**config.mk**
```make
export PLATFORM = sky130hd
export DESIGN_NAME = str_vga_gen_param
export DESIGN_NICKNAME = d
export VERILOG_FILES = /design/src/rtl/str_vga_pkg.sv /design/src/rtl/str_vga_axis_cnt.sv /design/src/rtl/str_vga_gen_param.sv
export SDC_FILE = /design/constraint.sdc
export NUM_CORES = 1
export LEC_CHECK = 0
export ABC_CLOCK_PERIOD_IN_PS = 2210
export CAP_MARGIN = 20
export CORE_MARGIN = 2
export CORE_UTILIZATION = 45
export CTS_CLUSTER_SIZE = 24
export DETAILED_ROUTE_END_ITERATION = 7
export PLACE_DENSITY = 0.72
export SYNTH_ARGS = -nofsm -noshare
export SYNTH_HDL_FRONTEND = slang
export SYNTH_SLANG_ARGS = --single-unit
```
**constraint.sdc**
```tcl
create_clock -name px_clk -period 2.21 [get_ports px_clk]
set_clock_uncertainty 0.2 [all_clocks]
set_input_delay 0.442 -clock px_clk [delete_from_list [all_inputs] [get_ports px_clk]]
set_output_delay 0.442 -clock px_clk [all_outputs]
set_load 0.1 [all_outputs]
```
**src/rtl/str_vga_pkg.sv**
```systemverilog
// Shared definitions for the stream-VGA timing generator: default 640x480@60
// timing, stream field offsets as functions of the coordinate width, and the
// run/stop FSM encoding.
package str_vga_pkg;

    // Default 640x480@60 timing (25.175 MHz pixel clock)
    localparam int DEF_CW       = 10;
    localparam int DEF_H_ACTIVE = 640;
    localparam int DEF_H_FP     = 16;
    localparam int DEF_H_SYNC   = 96;
    localparam int DEF_H_BP     = 48;
    localparam int DEF_V_ACTIVE = 480;
    localparam int DEF_V_FP     = 10;
    localparam int DEF_V_SYNC   = 2;
    localparam int DEF_V_BP     = 33;

    // Stream layout: {activevideo, vsync, hsync, y[CW], x[CW]}
    function automatic int Y_LSB(input int cw);
        return cw;
    endfunction

    // x occupies the cw bits directly beneath y
    function automatic int X_LSB(input int cw);
        return Y_LSB(cw) - cw;
    endfunction

    function automatic int HS_BIT(input int cw);
        return 2 * cw;
    endfunction

    function automatic int VS_BIT(input int cw);
        return 2 * cw + 1;
    endfunction

    function automatic int AV_BIT(input int cw);
        return 2 * cw + 2;
    endfunction

    typedef enum logic [1:0] {
        IDLE = 2'd0,
        RUN  = 2'd1,
        STOP = 2'd2
    } vga_state_e;

endpackage

```
**src/rtl/str_vga_axis_cnt.sv**
```systemverilog
// One timing axis (horizontal or vertical). Holds the pixel/line count and
// reports, for the count being loaded at this edge, whether it lies in the
// sync pulse and in the visible region, so the parent can register the whole
// stream word from a single consistent position.
module str_vga_axis_cnt #(
    parameter int ACTIVE = 640,
    parameter int FP     = 16,
    parameter int SYNC   = 96,
    parameter int BP     = 48,
    parameter bit POL    = 1'b0,
    parameter int CW     = 10
) (
    input  logic          i_clk,
    input  logic          i_rst_n,
    input  logic          i_inc,
    input  logic          i_clr,
    output logic [CW-1:0] o_cnt_nxt,
    output logic          o_wrap,
    output logic          o_sync,
    output logic          o_active
);

    localparam int            TOTAL      = ACTIVE + FP + SYNC + BP;
    localparam int            SYNC_START = ACTIVE + FP;
    localparam int            SYNC_END   = SYNC_START + SYNC;
    localparam logic [CW-1:0] LAST       = CW'(TOTAL - 1);

    logic [CW-1:0] r_cnt;
    logic [CW-1:0] w_cnt_nxt;
    logic          w_in_sync;

    // Next count: clear wins, otherwise increment with wrap at the last position
    always_comb begin
        w_cnt_nxt = r_cnt;
        if (i_clr) begin
            w_cnt_nxt = '0;
        end else if (i_inc) begin
            if (r_cnt == LAST) begin
                w_cnt_nxt = '0;
            end else begin
                w_cnt_nxt = r_cnt + CW'(1);
            end
        end else begin
            w_cnt_nxt = r_cnt;
        end
    end

    // Sync and visible-region decode of the upcoming count
    always_comb begin
        w_in_sync = (int'(w_cnt_nxt) >= SYNC_START) && (int'(w_cnt_nxt) < SYNC_END);
        o_sync    = w_in_sync ? POL : ~POL;
        o_active  = (int'(w_cnt_nxt) < ACTIVE);
    end

    // Count register
    always_ff @(posedge i_clk) begin
        if (!i_rst_n) begin
            r_cnt <= '0;
        end else begin
            r_cnt <= w_cnt_nxt;
        end
    end

    assign o_cnt_nxt = w_cnt_nxt;
    assign o_wrap    = (r_cnt == LAST);

endmodule

```
**src/rtl/str_vga_gen_param.sv**
```systemverilog
// Parametrised stream-VGA timing generator with run/stop control that always
// finishes the current frame before going idle, plus frame/line strobes.
// Optional feature macro STR_VGA_CE_EN: adds the px_ce port so the generator
// advances only on clock-enable cycles (px_clk may then be a fast system clock).
module str_vga_gen_param
    import str_vga_pkg::*;
#(
    parameter int CW       = DEF_CW,
    parameter int H_ACTIVE = DEF_H_ACTIVE,
    parameter int H_FP     = DEF_H_FP,
    parameter int H_SYNC   = DEF_H_SYNC,
    parameter int H_BP     = DEF_H_BP,
    parameter int V_ACTIVE = DEF_V_ACTIVE,
    parameter int V_FP     = DEF_V_FP,
    parameter int V_SYNC   = DEF_V_SYNC,
    parameter int V_BP     = DEF_V_BP,
    parameter bit HS_POL   = 1'b0,
    parameter bit VS_POL   = 1'b0
) (
    input  logic            px_clk,
    input  logic            rst_n,
    input  logic            run,
`ifdef STR_VGA_CE_EN
    input  logic            px_ce,
`endif
    output logic [2*CW+2:0] strVGA,
    output logic            sof,
    output logic            eol,
    output logic            busy
);

    localparam int            SW          = 2 * CW + 3;
    localparam int            H_TOTAL     = H_ACTIVE + H_FP + H_SYNC + H_BP;
    localparam logic [CW-1:0] H_LAST      = CW'(H_TOTAL - 1);
    // Idle stream: not active, both syncs at their inactive level, x = y = 0
    localparam logic [SW-1:0] STREAM_IDLE = SW'({1'b0, ~VS_POL, ~HS_POL}) << HS_BIT(CW);

    logic          w_adv;
    vga_state_e    r_state;
    vga_state_e    w_state_nxt;
    logic          w_h_inc, w_h_clr, w_h_wrap, w_h_sync, w_h_active;
    logic          w_v_inc, w_v_clr, w_v_wrap, w_v_sync, w_v_active;
    logic [CW-1:0] w_h_nxt, w_v_nxt;
    logic          w_frame_end;
    logic [SW-1:0] w_stream_nxt;
    logic          w_sof_nxt, w_eol_nxt;
    logic [SW-1:0] r_stream;
    logic          r_sof, r_eol, r_busy;

`ifdef STR_VGA_CE_EN
    assign w_adv = px_ce;
`else
    assign w_adv = 1'b1;
`endif

    // Counters sit at zero while idle; v advances when h wraps
    assign w_h_inc     = w_adv && (r_state != IDLE);
    assign w_h_clr     = w_adv && (r_state == IDLE);
    assign w_v_inc     = w_h_inc && w_h_wrap;
    assign w_v_clr     = w_h_clr;
    assign w_frame_end = w_h_wrap && w_v_wrap;

    str_vga_axis_cnt #(
        .ACTIVE(H_ACTIVE), .FP(H_FP), .SYNC(H_SYNC), .BP(H_BP), .POL(HS_POL), .CW(CW)
    ) u_hcnt (
        .i_clk    (px_clk),
        .i_rst_n  (rst_n),
        .i_inc    (w_h_inc),
        .i_clr    (w_h_clr),
        .o_cnt_nxt(w_h_nxt),
        .o_wrap   (w_h_wrap),
        .o_sync   (w_h_sync),
        .o_active (w_h_active)
    );

    str_vga_axis_cnt #(
        .ACTIVE(V_ACTIVE), .FP(V_FP), .SYNC(V_SYNC), .BP(V_BP), .POL(VS_POL), .CW(CW)
    ) u_vcnt (
        .i_clk    (px_clk),
        .i_rst_n  (rst_n),
        .i_inc    (w_v_inc),
        .i_clr    (w_v_clr),
        .o_cnt_nxt(w_v_nxt),
        .o_wrap   (w_v_wrap),
        .o_sync   (w_v_sync),
        .o_active (w_v_active)
    );

    // Run/stop FSM: a stop request only takes effect at the last pixel of a frame
    always_comb begin
        w_state_nxt = r_state;
        case (r_state)
            IDLE: begin
                if (run) begin
                    w_state_nxt = RUN;
                end else begin
                    w_state_nxt = IDLE;
                end
            end
            RUN: begin
                if (run) begin
                    w_state_nxt = RUN;
                end else if (w_frame_end) begin
                    w_state_nxt = IDLE;
                end else begin
                    w_state_nxt = STOP;
                end
            end
            STOP: begin
                if (run) begin
                    w_state_nxt = RUN;
                end else if (w_frame_end) begin
                    w_state_nxt = IDLE;
                end else begin
                    w_state_nxt = STOP;
                end
            end
            default: begin
                w_state_nxt = IDLE;
            end
        endcase
    end

    // Assemble the stream word and strobes for the pixel presented after this edge
    always_comb begin
        w_stream_nxt                       = '0;
        w_stream_nxt[X_LSB(CW) +: CW]      = w_h_nxt;
        w_stream_nxt[Y_LSB(CW) +: CW]      = w_v_nxt;
        w_stream_nxt[HS_BIT(CW)]           = w_h_sync;
        w_stream_nxt[VS_BIT(CW)]           = w_v_sync;
        w_stream_nxt[AV_BIT(CW)]           = w_h_active && w_v_active && (w_state_nxt != IDLE);
        w_sof_nxt = (w_state_nxt == RUN) && (w_h_nxt == '0) && (w_v_nxt == '0);
        w_eol_nxt = (w_state_nxt != IDLE) && (w_h_nxt == H_LAST);
    end

    // State and output registers; strobes last a single clock even when advances are sparse
    always_ff @(posedge px_clk) begin
        if (!rst_n) begin
            r_state  <= IDLE;
            r_stream <= STREAM_IDLE;
            r_sof    <= 1'b0;
            r_eol    <= 1'b0;
            r_busy   <= 1'b0;
        end else if (w_adv) begin
            r_state  <= w_state_nxt;
            r_stream <= w_stream_nxt;
            r_sof    <= w_sof_nxt;
            r_eol    <= w_eol_nxt;
            r_busy   <= (w_state_nxt != IDLE);
        end else begin
            r_sof    <= 1'b0;
            r_eol    <= 1'b0;
        end
    end

    assign strVGA = r_stream;
    assign sof    = r_sof;
    assign eol    = r_eol;
    assign busy   = r_busy;

endmodule

```
* Yosys cells after proc, flatten, opt, wreduce, memory -nomap -nowiden *
Cells that the tools add are included.

storage, ports and cells
  register bits = 48
  bits in latches = 0
  bits in writable memories = 0
  memory bits (read-only) = 0
  input port bits = 3
  output and inout port bits = 26
  memories = 0

cells by class
  add/sub/neg operators = 2
  multipliers = 0
  div/mod/pow operators = 0
  order comparisons = 6
  equal/unequal tests = 6
  shifts and indexed selects = 0
  mux-type cells = 12
  bitwise gates (word level) = 0
  reductions and logical operators = 15

operator list
  kind                   number
  $mux 10                6
  $eq 10x10->1 const B   3
  $add 10x1->10 const B  2
  $logic_not 10->1       2
  $lt 10x10->1 const B   2
  $lt 10x9->1 const B    2
  $ge 10x10->1 const B   1
  $ge 10x9->1 const B    1
  $logic_and 1x1->1      9
  $eq 2x1->1 const B     2
  $mux 2                 2
  $pmux 2 s2             1
  $reduce_bool 2->1      2
  $mux 1                 3
  $eq 2x2->1 const B     1
  $logic_not 2->1        1
  $reduce_or 2->1        1

* Depth between registers and ports, before layout *
  depth in word-level cells = 8
  gate-level depth with buffers = 8
  depth with buffers taken out = 7

* Hierarchy *
From an unflattened synthesis, not the netlist that was laid out.

second synthesis, totals
  cells, all modules = 245
  area, all modules = 2164.6 um^2

modules (own cells, without submodules)
  module                      instances  cells each  area an instance (um^2)  seq. area each (um^2)
  str_vga_gen_param           1          78          888.4                    560.5
  str_vga_axis_cnt at u_vcnt  1          93          690.7                    200.2
  str_vga_axis_cnt at u_hcnt  1          74          585.6                    200.2

* Worst setup path before layout *
No wires, ideal clock.

  path type = reg2reg
  start point = register, netlist name strVGA[0]
  end point = register r_stream[22], in the netlist strVGA[22]
  library setup time = 151 ps
  arrival time = 2803 ps
  required time = 1859 ps
  setup slack = -944 ps
  cell stages (with the launch flop) = 9
  buffers on the path = 1
  clock period less this slack = 3154 ps
  path through = dfxtp_1 -> ha_1 -> and4_1 -> buf_2 -> nand3_2 -> or3_1 -> a21oi_1 -> o311a_1 -> a2111oi_1

RTL lines
  what                  RTL line                  text
  end signal, assigned  str_vga_gen_param.sv:146  r_stream <= w_stream_nxt;
  end, declared         str_vga_gen_param.sv:47   logic [SW-1:0] r_stream;

==> impl_metrics.tcl <==
set metrics [dict create \
    run_status "finished, violations left" \
    failed_checks "negative setup slack" \
    via_count 1797 \
    grt_util_met2_pct 37.38 \
    setup.worst_path.start_class "flop" \
    floorplan.die_area_mm2 0.004467 \
    antenna_found_initial 0 \
    post-dp-hpwl_um 3722 \
    die_y_um 66.84 \
    synth_common_cells "sky130_fd_sc_hd__dfxtp_1, sky130_fd_sc_hd__nor2_1, sky130_fd_sc_hd__a21oi_1, sky130_fd_sc_hd__nand2_1, sky130_fd_sc_hd__and3_1" \
    grt_pass1_vias 1636 \
    area_growth_from_synthesis_to_layout_pct 43.80 \
    viasPerCell 5.778 \
    r2r_start "strVGA[0]$_SDFF_PN0_" \
    ys_dominant_reg_cell "sky130_fd_sc_hd__dfxtp_1" \
    cts_sink_count 28 \
    detailedRoute.firstPassIterationCount 4 \
    max_slew.worst_pin.slew_ns 0.4047 \
    power_frac_comb_pct 14.2 \
    fill_cells 305 \
    numCtsBuffers 3 \
    netSwitchingFraction_pct 27.63 \
    grt_first_pass_wirelength_um 7997 \
    grt_util_met1_pct 34.23 \
    depth_of_the_worst_register_to_register_path 8 \
    synth_edf_count 0 \
    synth-seq-area-share_pct 31.55 \
    busiest_layer "met2" \
    total_power_mw 1.017 \
    critical_path_arrival_ns 2.19 \
    io_buffers 28 \
    grt_usage_pct 24.05 \
    die_w_um 66.84 \
    cp.required_ns 2.17 \
    post_synth_num_cell_types 59 \
    globalRoute.totalOverflow 0 \
    totalWireLength_um 5222 \
    io_pins 29 \
    syn-mean-instance-area_um2 8.381 \
    regToRegSetupSlack_ns -0.02 \
    worstPathMaxFanout 10 \
    n_antenna_cell 0 \
    power_report.internal_total_uw 736.3 \
    hold_path_end "u_vcnt.r_cnt[2]$_SDFF_PN0_" \
    clock_power_share_pct 36.9 \
    min-delay-path-class "reg2reg" \
    final_util_pct 68.75 \
    fmax_mhz 448.3 \
    crit_path_end_kind "flop" \
    number_of_hold_repair_buffers_added_at_the_cts_stage 0 \
    finish.net_count 272 \
    hold_path_depth 2 \
    clock_tree.htree_level_count 1 \
    clkTransAtPathRegs_ns 0.11 \
    power_dens_cells_mw_per_mm2 398.2 \
    core_area_mm2 0.003716 \
    ctsLongestPathBuffers 2 \
    routabilityCongestion 0.8878 \
    rsz0062_at_grt "true" \
    post-route-worst-setup-slack_ns -0.02064 \
    cts_tree "built" \
    timing.max_cap.violations 0 \
    number_of_warnings_issued_by_yosys 0 \
    detail_route.iter0.violations 144 \
    wl_per_cell_um 16.79 \
    yosys_register_bits 28 \
    drive_gt1_share_pct 42.59 \
    post-synth-top-area-fraction_pct 31.55 \
    pre_cts_ws_ns -0.2087 \
    fin_hold_ws_ns 0.3350 \
    synth_largest_area_cell "sky130_fd_sc_hd__dfxtp_1" \
    slew_headroom_pct 72.74 \
    route.antenna.remaining_nets 0 \
    cp_cell_sequence "ha_4, and4_4, buf_6, nand3_4, or3_4, a21oi_4, o311a_1, nand4_1" \
    period_needed_ns 2.231 \
    post-route-period-util_pct 100.9 \
    count_of_pins_over_their_slew_limit 0 \
    irDropWorstVdd_uv 251.1 \
    synth_nets 220 \
    power.sequential.fraction_pct 48.9 \
    slowest_stage "sky130_fd_sc_hd__dfxtp_4" \
    initial_core_util_pct 47.81 \
    worst-setup-path-type "reg2reg" \
    gr-usage-met3_pct 3.378 \
    post_synth_inst_count 212 \
    row_count 22 \
    setup_viol_count_final 1 \
    total_switching_power_uw 281.2 \
    synthMostInstantiatedCell "sky130_fd_sc_hd__dfxtp_1" \
    worstHoldStart "u_vcnt.r_cnt[2]$_SDFF_PN0_" \
    worst_skew_pair.late_latency_ns 0.29 \
    synth_top_cells_by_area "sky130_fd_sc_hd__dfxtp_1, sky130_fd_sc_hd__nor2_1, sky130_fd_sc_hd__and3_1, sky130_fd_sc_hd__ha_1, sky130_fd_sc_hd__a21oi_1" \
    leakagePower_nw 0.9701 \
    syn-cell-area_mm2 0.001777 \
    drcViolationCount 0 \
    ys_async_sr_fraction_pct 0 \
    cts-root-buf "sky130_fd_sc_hd__clkbuf_8" \
    rr_endpoint "strVGA[21]$_SDFF_PN1_" \
    report.final.hold_viol_count 0 \
    max_stage_delay_ns 0.39 \
    largest_net_degree_at_the_start_of_global_routing 17 \
]
[logic make-up after synthesis]
group | count (synthesis) | synth area share (%)
adder cells (fa/ha/maj) | 5 | 3.521
XOR/XNOR | 11 | 5.422
AND/OR/NAND/NOR | 99 | 32.25
AO/OA/AOI/OAI | 45 | 19.51
buffers and inverters | 23 | 7.183
multiplexers | 1 | 0.5634
flip-flops | 28 | 31.55
[critical path, delay by kind of cell, from the launching register on]
family,cells,cell delay (ns)
AO/OA/AOI/OAI,2,0.43
adder cells (fa/ha/maj),1,0.13
buffers and inverters,1,0.14
flip-flops,1,0.39
AND/OR/NAND/NOR,4,0.81
[worst max path at each step]
stage / slack (ns) / from / to
2_1_floorplan: -0.12 / strVGA[0]$_SDFF_PN0_ / strVGA[21]$_SDFF_PN1_
3_3_place_gp: -0.17 / strVGA[0]$_SDFF_PN0_ / strVGA[22]$_SDFF_PN0_
3_5_place_dp: -0.21 / rst_n / sof$_SDFF_PN0_
4_1_cts: 0.002 / strVGA[1]$_SDFF_PN0_ / sof$_SDFF_PN0_
5_1_grt: -0.09 / strVGA[0]$_SDFF_PN0_ / sof$_SDFF_PN0_
6_report: -0.02 / strVGA[0]$_SDFF_PN0_ / strVGA[21]$_SDFF_PN1_
[power by group through the flow]
stage | Sequential, mW | Combinational (mW) | Clock (mW)
2_1_floorplan | 0.556 | 0.0463 | 0
3_3_place_gp | 0.509 | 0.135 | 0
3_5_place_dp | 0.510 | 0.135 | 0
4_1_cts | 0.498 | 0.139 | 0.378
5_1_grt | 0.498 | 0.153 | 0.408
6_report | 0.498 | 0.144 | 0.375
[routing by layer]
layer / wire length, µm / part of all wire (%)
met5: 0 / 0
met3: 330 / 6.3
met2: 2456 / 47
met4: 76 / 1.5
met1: 2359 / 45
[registers in the layout (all words and copies together) (netlist names)]
| register | cells |
|---|---|
| strVGA | 14 |
| eol | 1 |
| sof | 1 |
| r_state | 2 |
| busy | 1 |
| u_vcnt.r_cnt | 9 |
[stage by stage]
stage	TNS [ns]	cells	area (µm²)
global route	-0.2123	311	2555
finish	-0.02064	311	2555
floorplan	-0.3497	212	1936
CTS	0	309	2494
global placement	-0.2932	299	2330
detailed placement	-0.3769	299	2330
[area by class of cell]
cell class                 instances  area (µm²)  share of cell area, %
multi-input combinational        162        1246                  48.78
sequential                        28       628.1                  24.58
timing repair buffer              60       520.5                  20.37
clock buffer                       4       66.31                  2.595
tap                               48       60.06                  2.351
inverter                           9       33.78                  1.322
[cell usage in the layout, fill, tap and decap left out, types with 5 or more instances in the layout]
| master | n |
|---|---|
| sky130_fd_sc_hd__nand3_1 | 9 |
| sky130_fd_sc_hd__dfxtp_4 | 17 |
| sky130_fd_sc_hd__nand2_1 | 11 |
| sky130_fd_sc_hd__and3_1 | 8 |
| sky130_fd_sc_hd__inv_1 | 8 |
| sky130_fd_sc_hd__buf_4 | 50 |
| sky130_fd_sc_hd__dfxtp_1 | 8 |
| sky130_fd_sc_hd__nor3_1 | 8 |
| sky130_fd_sc_hd__xnor2_1 | 5 |
| sky130_fd_sc_hd__nand4_1 | 5 |
| sky130_fd_sc_hd__nor2_1 | 24 |
| sky130_fd_sc_hd__a21oi_1 | 10 |
[repair_timing]
item                                    in CTS  in global routing
pin swaps                                    9                  5
resized for setup                           12                  7
endpoints found under the setup margin       3                  3
buffers inserted                             6                  1
gates cloned                                 0                  1
(Power assumes the default switching activity.)
